## src/rtl/tlu_pkg.sv

```systemverilog
// Shared types and constants for the TLU trigger transmitter.
package tlu_pkg;

    // TLU_TRIGGER protocol modes as presented on CONF_MODE.
    localparam logic [1:0] MODE_PULSE    = 2'd0;
    localparam logic [1:0] MODE_HS       = 2'd1;
    localparam logic [1:0] MODE_DATA     = 2'd2;
    localparam logic [1:0] MODE_RESERVED = 2'd3;

    // Transmitter state encoding.
    typedef enum logic [1:0] {
        StIdle    = 2'd0,
        StTrig    = 2'd1,
        StData    = 2'd2,
        StWaitLow = 2'd3
    } state_e;

    // The reserved mode behaves as a plain busy handshake.
    function automatic logic [1:0] mode_norm(input logic [1:0] mode);
        return (mode == MODE_RESERVED) ? MODE_HS : mode;
    endfunction

endpackage

```

## src/rtl/tlu_tx_hs_if.sv

```systemverilog
// Trigger request side and TLU cable side of the transmitter.
interface tlu_tx_hs_if #(
    parameter int unsigned TRIG_ID_WIDTH = 15
) ();

    logic                     TRIG;
    logic [TRIG_ID_WIDTH-1:0] TRIG_ID;
    logic                     READY;
    logic                     BUSY_OUT;
    logic                     TLU_CLOCK;
    logic                     TLU_BUSY;
    logic                     TLU_TRIGGER;
    logic                     TLU_RESET;

    // Transmitter view: drives the TLU lines and reports its own status.
    modport master (
        input  TRIG,
        input  TRIG_ID,
        input  TLU_CLOCK,
        input  TLU_BUSY,
        output READY,
        output BUSY_OUT,
        output TLU_TRIGGER,
        output TLU_RESET
    );

    // Environment view: trigger generator plus the TLU itself.
    modport slave (
        output TRIG,
        output TRIG_ID,
        output TLU_CLOCK,
        output TLU_BUSY,
        input  READY,
        input  BUSY_OUT,
        input  TLU_TRIGGER,
        input  TLU_RESET
    );

endinterface

```

## src/rtl/tlu_sync.sv

```systemverilog
// Multi-flop synchroniser for a single asynchronous input.
module tlu_sync #(
    parameter int unsigned SYNC_STAGES = 2
) (
    input  logic CLK,
    input  logic RST_N,
    input  logic d,
    output logic q
);

    logic [SYNC_STAGES-1:0] stages_q;

    // Shift the asynchronous input through the flop chain.
    always_ff @(posedge CLK or negedge RST_N) begin
        if (!RST_N) begin
            stages_q <= '0;
        end else begin
            stages_q <= {stages_q[SYNC_STAGES-2:0], d};
        end
    end

    assign q = stages_q[SYNC_STAGES-1];

endmodule

```

## src/rtl/tlu_tx_hs.sv

```systemverilog
// TLU trigger transmitter: pulse, busy handshake and serial-ID handshake modes.
module tlu_tx_hs
    import tlu_pkg::*;
#(
    parameter int unsigned TRIG_ID_WIDTH = 15,
    parameter int unsigned TIMEOUT_WIDTH = 16,
    parameter int unsigned CNT_WIDTH     = 16,
    parameter int unsigned SYNC_STAGES   = 2
) (
    input  logic                     SYS_CLK,
    input  logic                     SYS_RST_N,
    input  logic                     ENABLE,
    input  logic [1:0]               CONF_MODE,
    input  logic [7:0]               CONF_TRIG_LEN,
    input  logic [TIMEOUT_WIDTH-1:0] CONF_TIME_OUT,
    output logic [CNT_WIDTH-1:0]     SKIP_CNT,
    output logic [CNT_WIDTH-1:0]     TIMEOUT_CNT,
    input  logic                     CNT_CLR,
    tlu_tx_hs_if.master              bus
);

    logic busy_s;
    logic clk_s;
    logic clk_s_d;
    logic clk_rise;
    logic init_q;
    logic ready;
    logic accept;
    logic skip_evt;
    logic timeout_evt;
    logic busy_out;
    logic trig_d;
    logic trig_q;

    state_e                   state_d, state_q;
    logic [TRIG_ID_WIDTH:0]   sr_d, sr_q;
    logic [TIMEOUT_WIDTH-1:0] tmo_d, tmo_q;
    logic                     tmo_en_d, tmo_en_q;
    logic [7:0]               pulse_d, pulse_q;
    logic [1:0]               mode_d, mode_q;
    logic [CNT_WIDTH-1:0]     skip_cnt_d, skip_cnt_q;
    logic [CNT_WIDTH-1:0]     tmo_cnt_d, tmo_cnt_q;

    tlu_sync #(
        .SYNC_STAGES(SYNC_STAGES)
    ) u_sync_busy (
        .CLK  (SYS_CLK),
        .RST_N(SYS_RST_N),
        .d    (bus.TLU_BUSY),
        .q    (busy_s)
    );

    tlu_sync #(
        .SYNC_STAGES(SYNC_STAGES)
    ) u_sync_clk (
        .CLK  (SYS_CLK),
        .RST_N(SYS_RST_N),
        .d    (bus.TLU_CLOCK),
        .q    (clk_s)
    );

    // Edge detector on the synchronised TLU clock; init flag keeps READY low in reset.
    always_ff @(posedge SYS_CLK or negedge SYS_RST_N) begin
        if (!SYS_RST_N) begin
            clk_s_d <= 1'b0;
            init_q  <= 1'b0;
        end else begin
            clk_s_d <= clk_s;
            init_q  <= 1'b1;
        end
    end

    assign clk_rise = clk_s & ~clk_s_d;
    assign ready    = init_q & (state_q == StIdle) & ~busy_s & ENABLE;
    assign accept   = bus.TRIG & ready;
    assign skip_evt = bus.TRIG & ~ready & ENABLE;

    // Next-state logic; trig_d is the line level for the current state, registered below.
    always_comb begin
        state_d     = state_q;
        sr_d        = sr_q;
        tmo_d       = tmo_q;
        tmo_en_d    = tmo_en_q;
        pulse_d     = pulse_q;
        mode_d      = mode_q;
        timeout_evt = 1'b0;
        busy_out    = 1'b0;
        trig_d      = 1'b0;

        unique case (state_q)
            StIdle: begin
                if (accept) begin
                    state_d  = StTrig;
                    sr_d     = {bus.TRIG_ID, 1'b0};
                    tmo_d    = CONF_TIME_OUT;
                    tmo_en_d = |CONF_TIME_OUT;
                    pulse_d  = (CONF_TRIG_LEN == 8'd0) ? 8'd1 : CONF_TRIG_LEN;
                    mode_d   = mode_norm(CONF_MODE);
                end
            end
            StTrig: begin
                trig_d = 1'b1;
                if (mode_q == MODE_PULSE) begin
                    if (pulse_q <= 8'd1) begin
                        state_d = StIdle;
                    end else begin
                        pulse_d = pulse_q - 8'd1;
                    end
                end else begin
                    busy_out = 1'b1;
                    // Busy takes priority over a coincident timeout expiry.
                    if (busy_s) begin
                        state_d = (mode_q == MODE_DATA) ? StData : StWaitLow;
                    end else if (tmo_en_q && (tmo_q == TIMEOUT_WIDTH'(1))) begin
                        state_d     = StIdle;
                        timeout_evt = 1'b1;
                    end else if (tmo_q != '0) begin
                        tmo_d = tmo_q - TIMEOUT_WIDTH'(1);
                    end
                end
            end
            StData: begin
                busy_out = 1'b1;
                trig_d   = sr_q[0];
                if (!busy_s) begin
                    state_d = StIdle;
                end else if (clk_rise) begin
                    sr_d = sr_q >> 1;
                end
            end
            StWaitLow: begin
                busy_out = 1'b1;
                if (!busy_s) begin
                    state_d = StIdle;
                end
            end
            default: begin
                state_d = StIdle;
            end
        endcase
    end

    // Transaction state and the registered TLU_TRIGGER line.
    always_ff @(posedge SYS_CLK or negedge SYS_RST_N) begin
        if (!SYS_RST_N) begin
            state_q  <= StIdle;
            sr_q     <= '0;
            tmo_q    <= '0;
            tmo_en_q <= 1'b0;
            pulse_q  <= 8'd0;
            mode_q   <= MODE_PULSE;
            trig_q   <= 1'b0;
        end else begin
            state_q  <= state_d;
            sr_q     <= sr_d;
            tmo_q    <= tmo_d;
            tmo_en_q <= tmo_en_d;
            pulse_q  <= pulse_d;
            mode_q   <= mode_d;
            trig_q   <= trig_d;
        end
    end

    // Saturating status counters; clear wins over a same-cycle increment.
    always_comb begin
        skip_cnt_d = skip_cnt_q;
        tmo_cnt_d  = tmo_cnt_q;
        if (CNT_CLR) begin
            skip_cnt_d = '0;
            tmo_cnt_d  = '0;
        end else begin
            if (skip_evt && !(&skip_cnt_q)) begin
                skip_cnt_d = skip_cnt_q + CNT_WIDTH'(1);
            end
            if (timeout_evt && !(&tmo_cnt_q)) begin
                tmo_cnt_d = tmo_cnt_q + CNT_WIDTH'(1);
            end
        end
    end

    // Status counter registers.
    always_ff @(posedge SYS_CLK or negedge SYS_RST_N) begin
        if (!SYS_RST_N) begin
            skip_cnt_q <= '0;
            tmo_cnt_q  <= '0;
        end else begin
            skip_cnt_q <= skip_cnt_d;
            tmo_cnt_q  <= tmo_cnt_d;
        end
    end

    assign bus.READY       = ready;
    assign bus.BUSY_OUT    = busy_out;
    assign bus.TLU_TRIGGER = trig_q;
    assign bus.TLU_RESET   = 1'b0;
    assign SKIP_CNT        = skip_cnt_q;
    assign TIMEOUT_CNT     = tmo_cnt_q;

endmodule

```

## src/flat_wrapper.sv

```systemverilog
// flat-port wrapper written by rule: the top's interface ports become plain ports
module tlu_tx_hs_flat import tlu_pkg::*;
#(
    parameter int unsigned TRIG_ID_WIDTH = 15,
    parameter int unsigned TIMEOUT_WIDTH = 16,
    parameter int unsigned CNT_WIDTH     = 16,
    parameter int unsigned SYNC_STAGES   = 2
)
  (SYS_CLK, SYS_RST_N, ENABLE, CONF_MODE, CONF_TRIG_LEN, CONF_TIME_OUT, SKIP_CNT, TIMEOUT_CNT, CNT_CLR, bus_TRIG, bus_TRIG_ID, bus_TLU_CLOCK, bus_TLU_BUSY, bus_READY, bus_BUSY_OUT, bus_TLU_TRIGGER, bus_TLU_RESET);
  tlu_tx_hs_if #(.TRIG_ID_WIDTH(TRIG_ID_WIDTH)) bus_i ();
  input  logic SYS_CLK;
  input  logic SYS_RST_N;
  input  logic ENABLE;
  input  logic [1:0] CONF_MODE;
  input  logic [7:0] CONF_TRIG_LEN;
  input  logic [TIMEOUT_WIDTH-1:0] CONF_TIME_OUT;
  output logic [CNT_WIDTH-1:0] SKIP_CNT;
  output logic [CNT_WIDTH-1:0] TIMEOUT_CNT;
  input  logic CNT_CLR;
  input wire logic [$bits(bus_i.TRIG)-1:0] bus_TRIG;
  input wire logic [$bits(bus_i.TRIG_ID)-1:0] bus_TRIG_ID;
  input wire logic [$bits(bus_i.TLU_CLOCK)-1:0] bus_TLU_CLOCK;
  input wire logic [$bits(bus_i.TLU_BUSY)-1:0] bus_TLU_BUSY;
  output wire logic [$bits(bus_i.READY)-1:0] bus_READY;
  output wire logic [$bits(bus_i.BUSY_OUT)-1:0] bus_BUSY_OUT;
  output wire logic [$bits(bus_i.TLU_TRIGGER)-1:0] bus_TLU_TRIGGER;
  output wire logic [$bits(bus_i.TLU_RESET)-1:0] bus_TLU_RESET;
  assign bus_i.TRIG = bus_TRIG;
  assign bus_i.TRIG_ID = bus_TRIG_ID;
  assign bus_i.TLU_CLOCK = bus_TLU_CLOCK;
  assign bus_i.TLU_BUSY = bus_TLU_BUSY;
  assign bus_READY = bus_i.READY;
  assign bus_BUSY_OUT = bus_i.BUSY_OUT;
  assign bus_TLU_TRIGGER = bus_i.TLU_TRIGGER;
  assign bus_TLU_RESET = bus_i.TLU_RESET;
  tlu_tx_hs #(.TRIG_ID_WIDTH(TRIG_ID_WIDTH), .TIMEOUT_WIDTH(TIMEOUT_WIDTH), .CNT_WIDTH(CNT_WIDTH), .SYNC_STAGES(SYNC_STAGES)) u_core (.SYS_CLK(SYS_CLK), .SYS_RST_N(SYS_RST_N), .ENABLE(ENABLE), .CONF_MODE(CONF_MODE), .CONF_TRIG_LEN(CONF_TRIG_LEN), .CONF_TIME_OUT(CONF_TIME_OUT), .SKIP_CNT(SKIP_CNT), .TIMEOUT_CNT(TIMEOUT_CNT), .CNT_CLR(CNT_CLR), .bus(bus_i));
endmodule
```

## config.mk

```make
export PLATFORM = sky130hd
export DESIGN_NAME = tlu_tx_hs_flat
export DESIGN_NICKNAME = d
export VERILOG_FILES = /design/src/rtl/tlu_pkg.sv /design/src/rtl/tlu_tx_hs_if.sv /design/src/rtl/tlu_sync.sv /design/src/rtl/tlu_tx_hs.sv /design/src/flat_wrapper.sv
export SDC_FILE = /design/constraint.sdc
export NUM_CORES = 1
export LEC_CHECK = 0
export BUFFER_PORTS_ARGS = -buffer_cell sky130_fd_sc_hd__buf_2
export CORE_ASPECT_RATIO = 0.75
export CORE_MARGIN = 5
export CORE_UTILIZATION = 39
export CTS_BUF_LIST = sky130_fd_sc_hd__clkbuf_8
export DETAILED_ROUTE_END_ITERATION = 8
export SYNTH_ARGS = -nofsm -noshare
export SYNTH_HDL_FRONTEND = slang
export SYNTH_SLANG_ARGS = --single-unit
```

## constraint.sdc

```tcl
create_clock -name SYS_CLK -period 3.1 [get_ports SYS_CLK]
set_input_delay 0.465 -clock SYS_CLK [delete_from_list [all_inputs] [get_ports SYS_CLK]]
set_output_delay 0.465 -clock SYS_CLK [all_outputs]
set_load 0.05 [all_outputs]
```

==> results.yml, run 1 <==
run_status:
  outcome: "completed"
floorplan:
  start_util: 0.395
  ioPinCount: 84
  die_h_um: 106
  die_w_um: 138
  core_um2: 12200
  dieArea_um2: 14700
  rows: 35
critical_path:
  ff2ff_setup_slack_ps: 570
  worstSetupStartpointType: "flop"
  worstSetupPathType: "reg -> reg"
  critPathMaxFanout: 9
  cp.required_ps: 3350
  r2r-end: "u_core.TIMEOUT_CNT[13]$_DFFE_PN0P_"
  r2r_cells: 5
  path_cells: "nor4_4, nand4_2, or3b_1, nor4_1, mux2_2"
  slowest_delay_ps: 580
  end_kind: "flop"
  r2r-start: "u_core.tmo_q[6]$_DFFE_PN0P_"
  worstPathArrival_ps: 2780
  slowest_stage: "or3b_1"
grt:
  grt_use_total: 0.171
  grt_max_degree: 43
  grt_pass1_wl_mm: 20.9
  grt_pass1_vias: 4269
  overflow: 0
  antenna_found_initial: 0
cts:
  postCtsHoldBufs: 0
  cts_buffer_depth: 2
  clkLatencyLatePin_ps: 370
  post_cts_buffers: 0
  clock-sinks: 84
  root_buffer: "clkbuf_8"
  clkSlewWorstSetupHoldPaths_ps: 90
  cts_resized: 0
  htreeDepth: 3
  cts_buffers: 9
  cts_tree: "built"
sta:
  max_freq_ghz: 0.395
  drv_slew: 0
  post-route-period-util: 0.816
  finalSetupViolations: 0
  finalSetupTns_ps: 0
  maxSlewHeadroom: 0.495
  final-hold-violation-count: 0
  min_period_ps: 2530
  tightest_slew_ps: 751
  finClkSkew_ps: 14.4
  rsz0062_at_grt: "no"
  hold_ws_ps: 79.4
power:
  finalPower_mw: 3.98
  power_frac_seq: 0.410
  p_leak_nw: 2.35
  p_switching_mw: 1.62
  p_int_mw: 2.36
  p_sw_frac: 0.408
  power_density_nw_per_um2: 717
  p_clk_frac: 0.209
  peakVddDrop_mv: 0.341
  p_comb_frac: 0.381
drt:
  drt_iter0_markers: 272
  drc: 0
  vias: 4280
  finalWirelength_mm: 12.2
  dr.pass1.iters: 5
  viasPerCell: 5.57
  ant_nets: 0
  routedWlPerCell_um: 15.9
cells_and_area:
  fin_nets: 656
  layout-drive-gt1-share: 0.206
  layout_commonest_cell: "dfrtp_1"
  antennaDiodeCount: 0
  area_growth_syn_to_layout_pct: 15.4
  most-common-layout-cells: "dfrtp_1, buf_2, nor2_1"
  n_fill_cell: 1214
logic_synthesis:
  yosys_warnings: 0
  synth_area_per_cell_um2: 9.17
  ys_ff_latch: 84
  synth-seq-area-share: 0.437
  synthCells: 525
  async_flop_share: 1.00
  synth.distinct_cells: 68
  synth_flop_cell: "dfrtp_1"
  synth_edf_count: 0
  synth_nets: 584
  syn-cell-area_um2: 4810
placed_design:
  hpwl_mm: 8.73
  numPortBuffers: 82
  gp_congestion: 0.913
job:
  max_cap_viol_count: 0
hold_path:
  hp-class: "in -> async"
==> synthesized netlist by cell type (3+ instances only) <==
master     n  area share
nand2_1   27       0.021
nand4_1   13       0.017
buf_2      3      0.0031
nor2_1    60       0.047
xor2_1     4      0.0073
and2_1     5      0.0065
nand2b_1   3      0.0039
nor3_1    19       0.020
buf_4      3      0.0047
nand4b_1   3      0.0055
or3_1     12       0.016
o22ai_1    4      0.0052
ha_1      11       0.029
o22a_1     4      0.0073
nor2b_1    4      0.0052
nand3_1   23       0.024
nand3b_1   4      0.0062
o21ai_0   30       0.031
or4_1      9       0.014
o21a_1     3      0.0047
dfrtp_1   84        0.44
inv_1     13       0.010
and4_1     8       0.015
a21o_1     3      0.0047
and3_1     6      0.0078
clkbuf_1  17       0.013
a21oi_1   47       0.049
and3_2     3      0.0047
nor4_1    13       0.017
o32ai_1    3      0.0055
o31ai_1    6      0.0094
nor3b_1    3      0.0047
mux2i_1   17       0.035
nor4b_1    3      0.0055
xnor2_1   11       0.020
==> metal layers <==
metal  vias up  global-route usage  wire length, µm
li1       2083                   -                -
met2       127               0.258             5350
met5         -                   0                0
met1      2052               0.232             5820
met4         0              0.0543              183
met3        18              0.0567              874
==> final cells by class <==
| type | instances | area, µm² | area share |
|---|---|---|---|
| tap | 166 | 208 | 0.0374 |
| clock buffer | 10 | 138 | 0.0248 |
| multi-input combinational | 399 | 2520 | 0.453 |
| sequential | 84 | 2100 | 0.378 |
| clock inverter | 6 | 71.3 | 0.0128 |
| timing repair buffer | 90 | 473 | 0.0851 |
| inverter | 13 | 48.8 | 0.00878 |
==> registers in the layout, indices dropped and copies added, names as in the netlist <==
register and flops:
u_core.SKIP_CNT 16, u_core.TIMEOUT_CNT 16, u_core.bus.TLU_TRIGGER 1, u_core.clk_s_d 1, u_core.init_q 1, u_core.mode_q 2, u_core.pulse_q 8, u_core.sr_q 16
u_core.state_q 2, u_core.tmo_en_q 1, u_core.tmo_q 16, u_core.u_sync_busy.stages_q 2, u_core.u_sync_clk.stages_q 2
==> power groups by stage <==
stage          combinational (mW)  sequential, mW  clock, mW
4_1_cts                      1.52            1.63      0.867
3_5_place_dp                 1.52            1.65          0
6_report                     1.52            1.63      0.831
3_3_place_gp                 1.47            1.63          0
2_1_floorplan                1.15            1.60          0
5_1_grt                      1.72            1.67      0.911
==> worst max-delay path: cells and delay by family, from the launching register on <==
kind | cells | cell delay [ps]
mux | 1 | 370
simple gates | 4 | 1570
flops | 1 | 460
==> cell families after synthesis <==
kind of cell,share of synthesized area
other,0.00156
XOR/XNOR,0.0273
flip-flops,0.437
buffers and inverters,0.0413
multiplexers,0.0400
AND/OR/NAND/NOR,0.270
adder cells (fa/ha/maj),0.0286
AO/OA/AOI/OAI,0.155
==> worst max-delay path by stage <==
stage,to,slack [ps],cells past startpoint,from
final,u_core.TIMEOUT_CNT[13]$_DFFE_PN0P_,570,5,u_core.tmo_q[6]$_DFFE_PN0P_
after global routing,u_core.tmo_q[15]$_DFFE_PN0P_,350,9,u_core.state_q[1]$_DFFE_PN0P_
after CTS,u_core.tmo_q[11]$_DFFE_PN0P_,560,10,u_core.state_q[1]$_DFFE_PN0P_
after detailed placement,u_core.tmo_q[11]$_DFFE_PN0P_,580,10,u_core.state_q[1]$_DFFE_PN0P_
after global placement,u_core.tmo_q[11]$_DFFE_PN0P_,660,9,u_core.state_q[0]$_DFFE_PN0P_
after floorplan,u_core.TIMEOUT_CNT[13]$_DFFE_PN0P_,710,9,u_core.state_q[1]$_DFFE_PN0P_
==> metrics by stage <==
| stage | std cells | worst slack, ps | area, µm² | util |
|---|---|---|---|---|
| CTS | 768 | 561 | 5560 | 0.456 |
| global route | 768 | 351 | 5560 | 0.456 |
| detailed placement | 752 | 580 | 5350 | 0.439 |
| finish | 768 | 570 | 5560 | 0.456 |
| floorplan | 525 | 712 | 4810 | - |
| global placement | 752 | 660 | 5350 | 0.439 |
Note: power is estimated with default switching activity, not from simulation.
==> inputs of run 2 (changes only) <==
Clock period 3.1 ns to 2.7 ns, I/O delays scaled along.
==> results.yml, run 2 (synthesis gave the netlist of run 1 again) <==
drt:
  drt_iter0_markers: 320
  ant_nets: 0
  drc: 0
  viasPerCell: 5.55
  vias: 4287
  routedWlPerCell_um: 15.8
  dr.pass1.iters: 5
  finalWirelength_mm: 12.2
power:
  p_leak_nw: 2.40
  power_density_nw_per_um2: 843
  peakVddDrop_mv: 0.431
job:
  max_cap_viol_count: 0
cells_and_area:
  fin_nets: 661
  most-common-layout-cells: "dfrtp_1, buf_2, nor2_1"
  antennaDiodeCount: 0
  stdcell_count: 773
  layout-drive-gt1-share: 0.213
  n_fill_cell: 1238
  area_growth_syn_to_layout_pct: 17.2
  layout_commonest_cell: "dfrtp_1"
sta:
  rsz0062_at_grt: "no"
  max_freq_ghz: 0.406
  drv_slew: 0
  post-route-period-util: 0.913
  min_period_ps: 2470
  finalSetupViolations: 0
  finClkSkew_ps: 7.31
  maxSlewHeadroom: 0.592
  final-hold-violation-count: 0
  finalSetupTns_ps: 0
  tightest_slew_ps: 612
hold_path:
  hp-class: "in -> async"
cts:
  cts_buffer_depth: 2
  htreeDepth: 3
  clkSlewWorstSetupHoldPaths_ps: 90
  cts_tree: "built"
  clock-sinks: 84
  post_cts_buffers: 0
  root_buffer: "clkbuf_8"
  cts_buffers: 9
  clkLatencyLatePin_ps: 360
placed_design:
  dp.cells: 757
  hpwl_mm: 8.83
  gp_congestion: 0.865
  numPortBuffers: 82
floorplan:
  die_h_um: 106
  core_um2: 12200
  die_w_um: 138
  start_util: 0.395
  rows: 35
  ioPinCount: 84
  dieArea_um2: 14700
grt:
  antenna_found_initial: 0
  grt_pass1_wl_mm: 20.9
  grt_use_total: 0.171
  grt_max_degree: 46
  overflow: 0
  grt_pass1_vias: 4106
critical_path:
  critPathMaxFanout: 9
  worstSetupPathType: "reg -> reg"
  cp.required_ps: 2950
  worstPathArrival_ps: 2720
  end_kind: "flop"
  worstSetupStartpointType: "flop"
run_status:
  outcome: "completed"
-- run 2: cell types whose count changed in the layout (fill, tap and decap cells not counted), sizes merged --
cell	change
clkinvlp	-1
clkbuf	-1
bufinv	+2
buf	+5
-- run 2: what timing repair did --
action | 4_1_cts | 5_1_grt
gates resized for setup | 0 | 1
hold buffers | 0 | 0
endpoints found under the setup margin | 0 | 2
hold endpoints to repair | 0 | 0
-- run 2: metal layers --
layer | global-route usage | wire length [µm] | vias to the layer above | share of wire
met4 | 0.0409 | 136 | 0 | 0.011
met1 | 0.244 | 5960 | 2058 | 0.49
met5 | 0 | 0 | - | 0
met3 | 0.0522 | 804 | 16 | 0.066
met2 | 0.256 | 5340 | 121 | 0.44
li1 | - | - | 2092 | -
-- run 2: report_power, final --
part / total, mW / internal [mW] / switching, mW
Clock: 1.12 / 0.621 / 0.494
Sequential: 1.87 / 1.56 / 0.304
Combinational: 1.78 / 0.721 / 1.06
Total: 4.76 / 2.90 / 1.85
-- run 2: metrics by stage --
step	instance area [µm²]	setup slack [ps]	total power, mW	util	hold WS [ps]
2_1_floorplan	4810	312	3.15	-	109
3_3_place_gp	5400	300	3.61	0.443	336
3_5_place_dp	5400	203	3.66	0.443	339
4_1_cts	5640	190	4.80	0.464	47.1
5_1_grt	5640	88.0	5.14	0.464	66.0
6_report	5640	235	4.76	0.464	31.9
-- run 2: path summary, 6_finish.rpt --
path | startpoint | to | slack (ps) | cells past startpoint
max | u_core.tmo_q[8]$_DFFE_PN0P_ | u_core.TIMEOUT_CNT[13]$_DFFE_PN0P_ | 230 | 5
min | SYS_RST_N | u_core.tmo_q[14]$_DFFE_PN0P_ | 30 | 1
max reg2reg | u_core.tmo_q[8]$_DFFE_PN0P_ | u_core.TIMEOUT_CNT[13]$_DFFE_PN0P_ | 230 | 5
min reg2reg | u_core.u_sync_busy.stages_q[0]$_DFF_PN0_ | u_core.u_sync_busy.stages_q[1]$_DFF_PN0_ | 360 | 0
max in group asynchronous | SYS_RST_N | u_core.sr_q[11]$_DFFE_PN0P_ | 2030 | 2
min in group SYS_CLK | bus_TLU_CLOCK | u_core.u_sync_clk.stages_q[0]$_DFF_PN0_ | 140 | 1
-- run 2: cell type report --
type                    instances  area [µm²]  share of cell area
multi-input cells             399        2520               0.446
clock inverters                 7         121              0.0215
clock buffers                   9         124              0.0220
repair buffers                 95         523              0.0927
flip-flops and latches         84        2100               0.373
inverters                      13        48.8             0.00865
well taps                     166         208              0.0368
-- run 2: critical path, stage by stage (launching register included) --
cell and delay, ps:
dfrtp_1 480, nor4_2 350, nand4_2 270, or3b_1 570, nor4_1 310, mux2_2 370
==> inputs of run 3 (changes only) <==
Settings changed: CTS_CLUSTER_DIAMETER from default to 80, SYNTH_HIERARCHICAL from default to 1.
==> results.yml, run 3 <==
run_status:
  outcome: "completed"
sta:
  maxSlewHeadroom: 0.475
  tightest_slew_ps: 787
  final-hold-violation-count: 0
  finalSetupViolations: 0
  drv_slew: 0
  hold_ws_ps: 60.0
  finClkSkew_ps: 7.37
  min_period_ps: 2530
  rsz0062_at_grt: "no"
  max_freq_ghz: 0.395
  post-route-period-util: 0.938
  finalSetupTns_ps: 0
grt:
  grt_use_met2: 0.246
  grt_util_met3: 0.0555
  grt_pass1_vias: 4132
  grt_use_total: 0.170
  gr-usage-met1: 0.244
  grt.busiest_layer: "met2"
  grt_pass1_wl_mm: 21.0
  antenna_found_initial: 0
  grt_max_degree: 46
  overflow: 0
cts:
  cts_buffer_depth: 2
  htreeDepth: 3
  postCtsHoldBufs: 0
  cts_buffers: 9
  root_buffer: "clkbuf_8"
  post_cts_buffers: 0
  clkLatencyLatePin_ps: 360
  clock-sinks: 84
  clkSlewWorstSetupHoldPaths_ps: 90
  cts_tree: "built"
  cts_resized: 0
drt:
  routedWlPerCell_um: 16.1
  drc: 0
  vias: 4454
  ant_nets: 0
  dr.pass1.iters: 5
  finalWirelength_mm: 12.8
  drt_iter0_markers: 358
  viasPerCell: 5.59
logic_synthesis:
  synth_most_common_cell: "dfrtp_1"
  ys_ff_latch: 84
  synth.largest_area_cell: "dfrtp_1"
  synth_nets: 600
  synth-seq-area-share: 0.426
  synth_flop_cell: "dfrtp_1"
  synth.distinct_cells: 64
  syn-cell-area_um2: 4930
  yosys.area.top_type_share: 0.426
  synth_common_cells: "dfrtp_1, nor2_1, a21oi_1, nand2_1, nand3_1"
  yosys_warnings: 6
  synth_edf_count: 0
  yosys-top-cells-area: "dfrtp_1, nor2_1, mux2i_1"
  async_flop_share: 1.00
  synthCells: 541
  synth_area_per_cell_um2: 9.11
floorplan:
  ioPinCount: 84
  core_um2: 12300
  start_util: 0.399
  die_h_um: 107
  die_w_um: 140
  dieArea_um2: 15000
  rows: 35
critical_path:
  cp_top_family: "simple AND/OR/NAND/NOR gates"
  end_kind: "flop"
  path_cells: "or4_1, nor4_4, nand4_4, nor4b_1, mux2_2"
  worstPathArrival_ps: 2780
  slowest_stage: "or4_1"
  crit_buf_inv: 0
  worstSetupPathType: "reg -> reg"
  critPathMaxFanout: 22
  worstSetupStartpointType: "flop"
  slowest_delay_ps: 610
  cp.required_ps: 2940
placed_design:
  gp_congestion: 0.869
  numPortBuffers: 82
  hpwl_mm: 9.26
power:
  power_density_nw_per_um2: 877
  p_leak_nw: 2.54
  peakVddDrop_mv: 0.352
cells_and_area:
  most-common-layout-cells: "dfrtp_1, buf_2, nor2_1"
  utilization: 0.468
  fin_nets: 685
  area_growth_syn_to_layout_pct: 17.2
  antennaDiodeCount: 0
  layout-drive-gt1-share: 0.225
  layout_commonest_cell: "dfrtp_1"
job:
  max_cap_viol_count: 0
hold_path:
  hp-class: "in -> async"
-- run 3: cell types whose count changed in the layout (fill, tap and decap cells not counted), sizes merged, moves of 8 or more --
cell / before / now
xnor2: 11 / 3
mux2: 2 / 13
o21ai: 31 / 22
or3: 12 / 4
nor2b: 4 / 13
a21oi: 47 / 39
-- run 3: cells by family after synthesis --
group	count (synthesis)	share of synthesized area
AOI/OAI and AO/OA	130	0.172
xor gates and xnor gates	5	0.00888
adders and majority gates	11	0.0279
buffers and inverters	46	0.0378
DFF	84	0.426
muxes	34	0.0723
other	2	0.00152
and+or+nand+nor	229	0.253
-- run 3: metrics by stage --
step,total power [mW],instance area (µm²),setup WS (ps),cells
2_1_floorplan,3.54,4930,70.0,541
3_3_place_gp,4.18,5600,230,781
3_5_place_dp,4.23,5600,184,781
4_1_cts,5.08,5780,143,797
5_1_grt,5.46,5780,52.9,797
6_report,5.07,5780,167,797
-- run 3: area by class of cell --
cell class	count	area [µm²]
fillers	1196	6570
multi-input cells	411	2650
flip-flops and latches	84	2100
repair buffers	102	576
well taps	166	208
clock buffers	10	138
inverters	18	67.6
clock inverters	6	41.3
-- run 3: worst register-to-register path, delay by kind of cell (launching register included) --
kind / cells / cell delay (ps)
DFF: 1 / 410
muxes: 1 / 380
and+or+nand+nor: 4 / 1640
-- run 3: worst paths after layout --
check / start / to / slack, ps / cells past startpoint
max: u_core/tmo_q[10]$_DFFE_PN0P_ / u_core/TIMEOUT_CNT[9]$_DFFE_PN0P_ / 170 / 5
max reg2reg: u_core/tmo_q[10]$_DFFE_PN0P_ / u_core/TIMEOUT_CNT[9]$_DFFE_PN0P_ / 170 / 5
min: SYS_RST_N / u_core/TIMEOUT_CNT[4]$_DFFE_PN0P_ / 60 / 1
min in group SYS_CLK: bus_TLU_BUSY / u_core/u_sync_busy/stages_q[0]$_DFF_PN0_ / 160 / 1
min reg2reg: u_core/u_sync_clk/stages_q[0]$_DFF_PN0_ / u_core/u_sync_clk/stages_q[1]$_DFF_PN0_ / 350 / 0
max in group asynchronous: SYS_RST_N / u_core/sr_q[0]$_DFFE_PN0P_ / 1990 / 2
-- run 3: power by group --
group / switching, mW / internal [mW] / total (mW)
sequential: 0.302 / 1.60 / 1.90
clock: 0.464 / 0.357 / 0.822
combinational: 1.43 / 0.919 / 2.35
-- run 3: layer usage --
layer	part of all wire	vias to the layer above
met2	0.43	148
met1	0.48	2113
li1	-	2174
met3	0.075	19
met5	0	-
met4	0.015	0
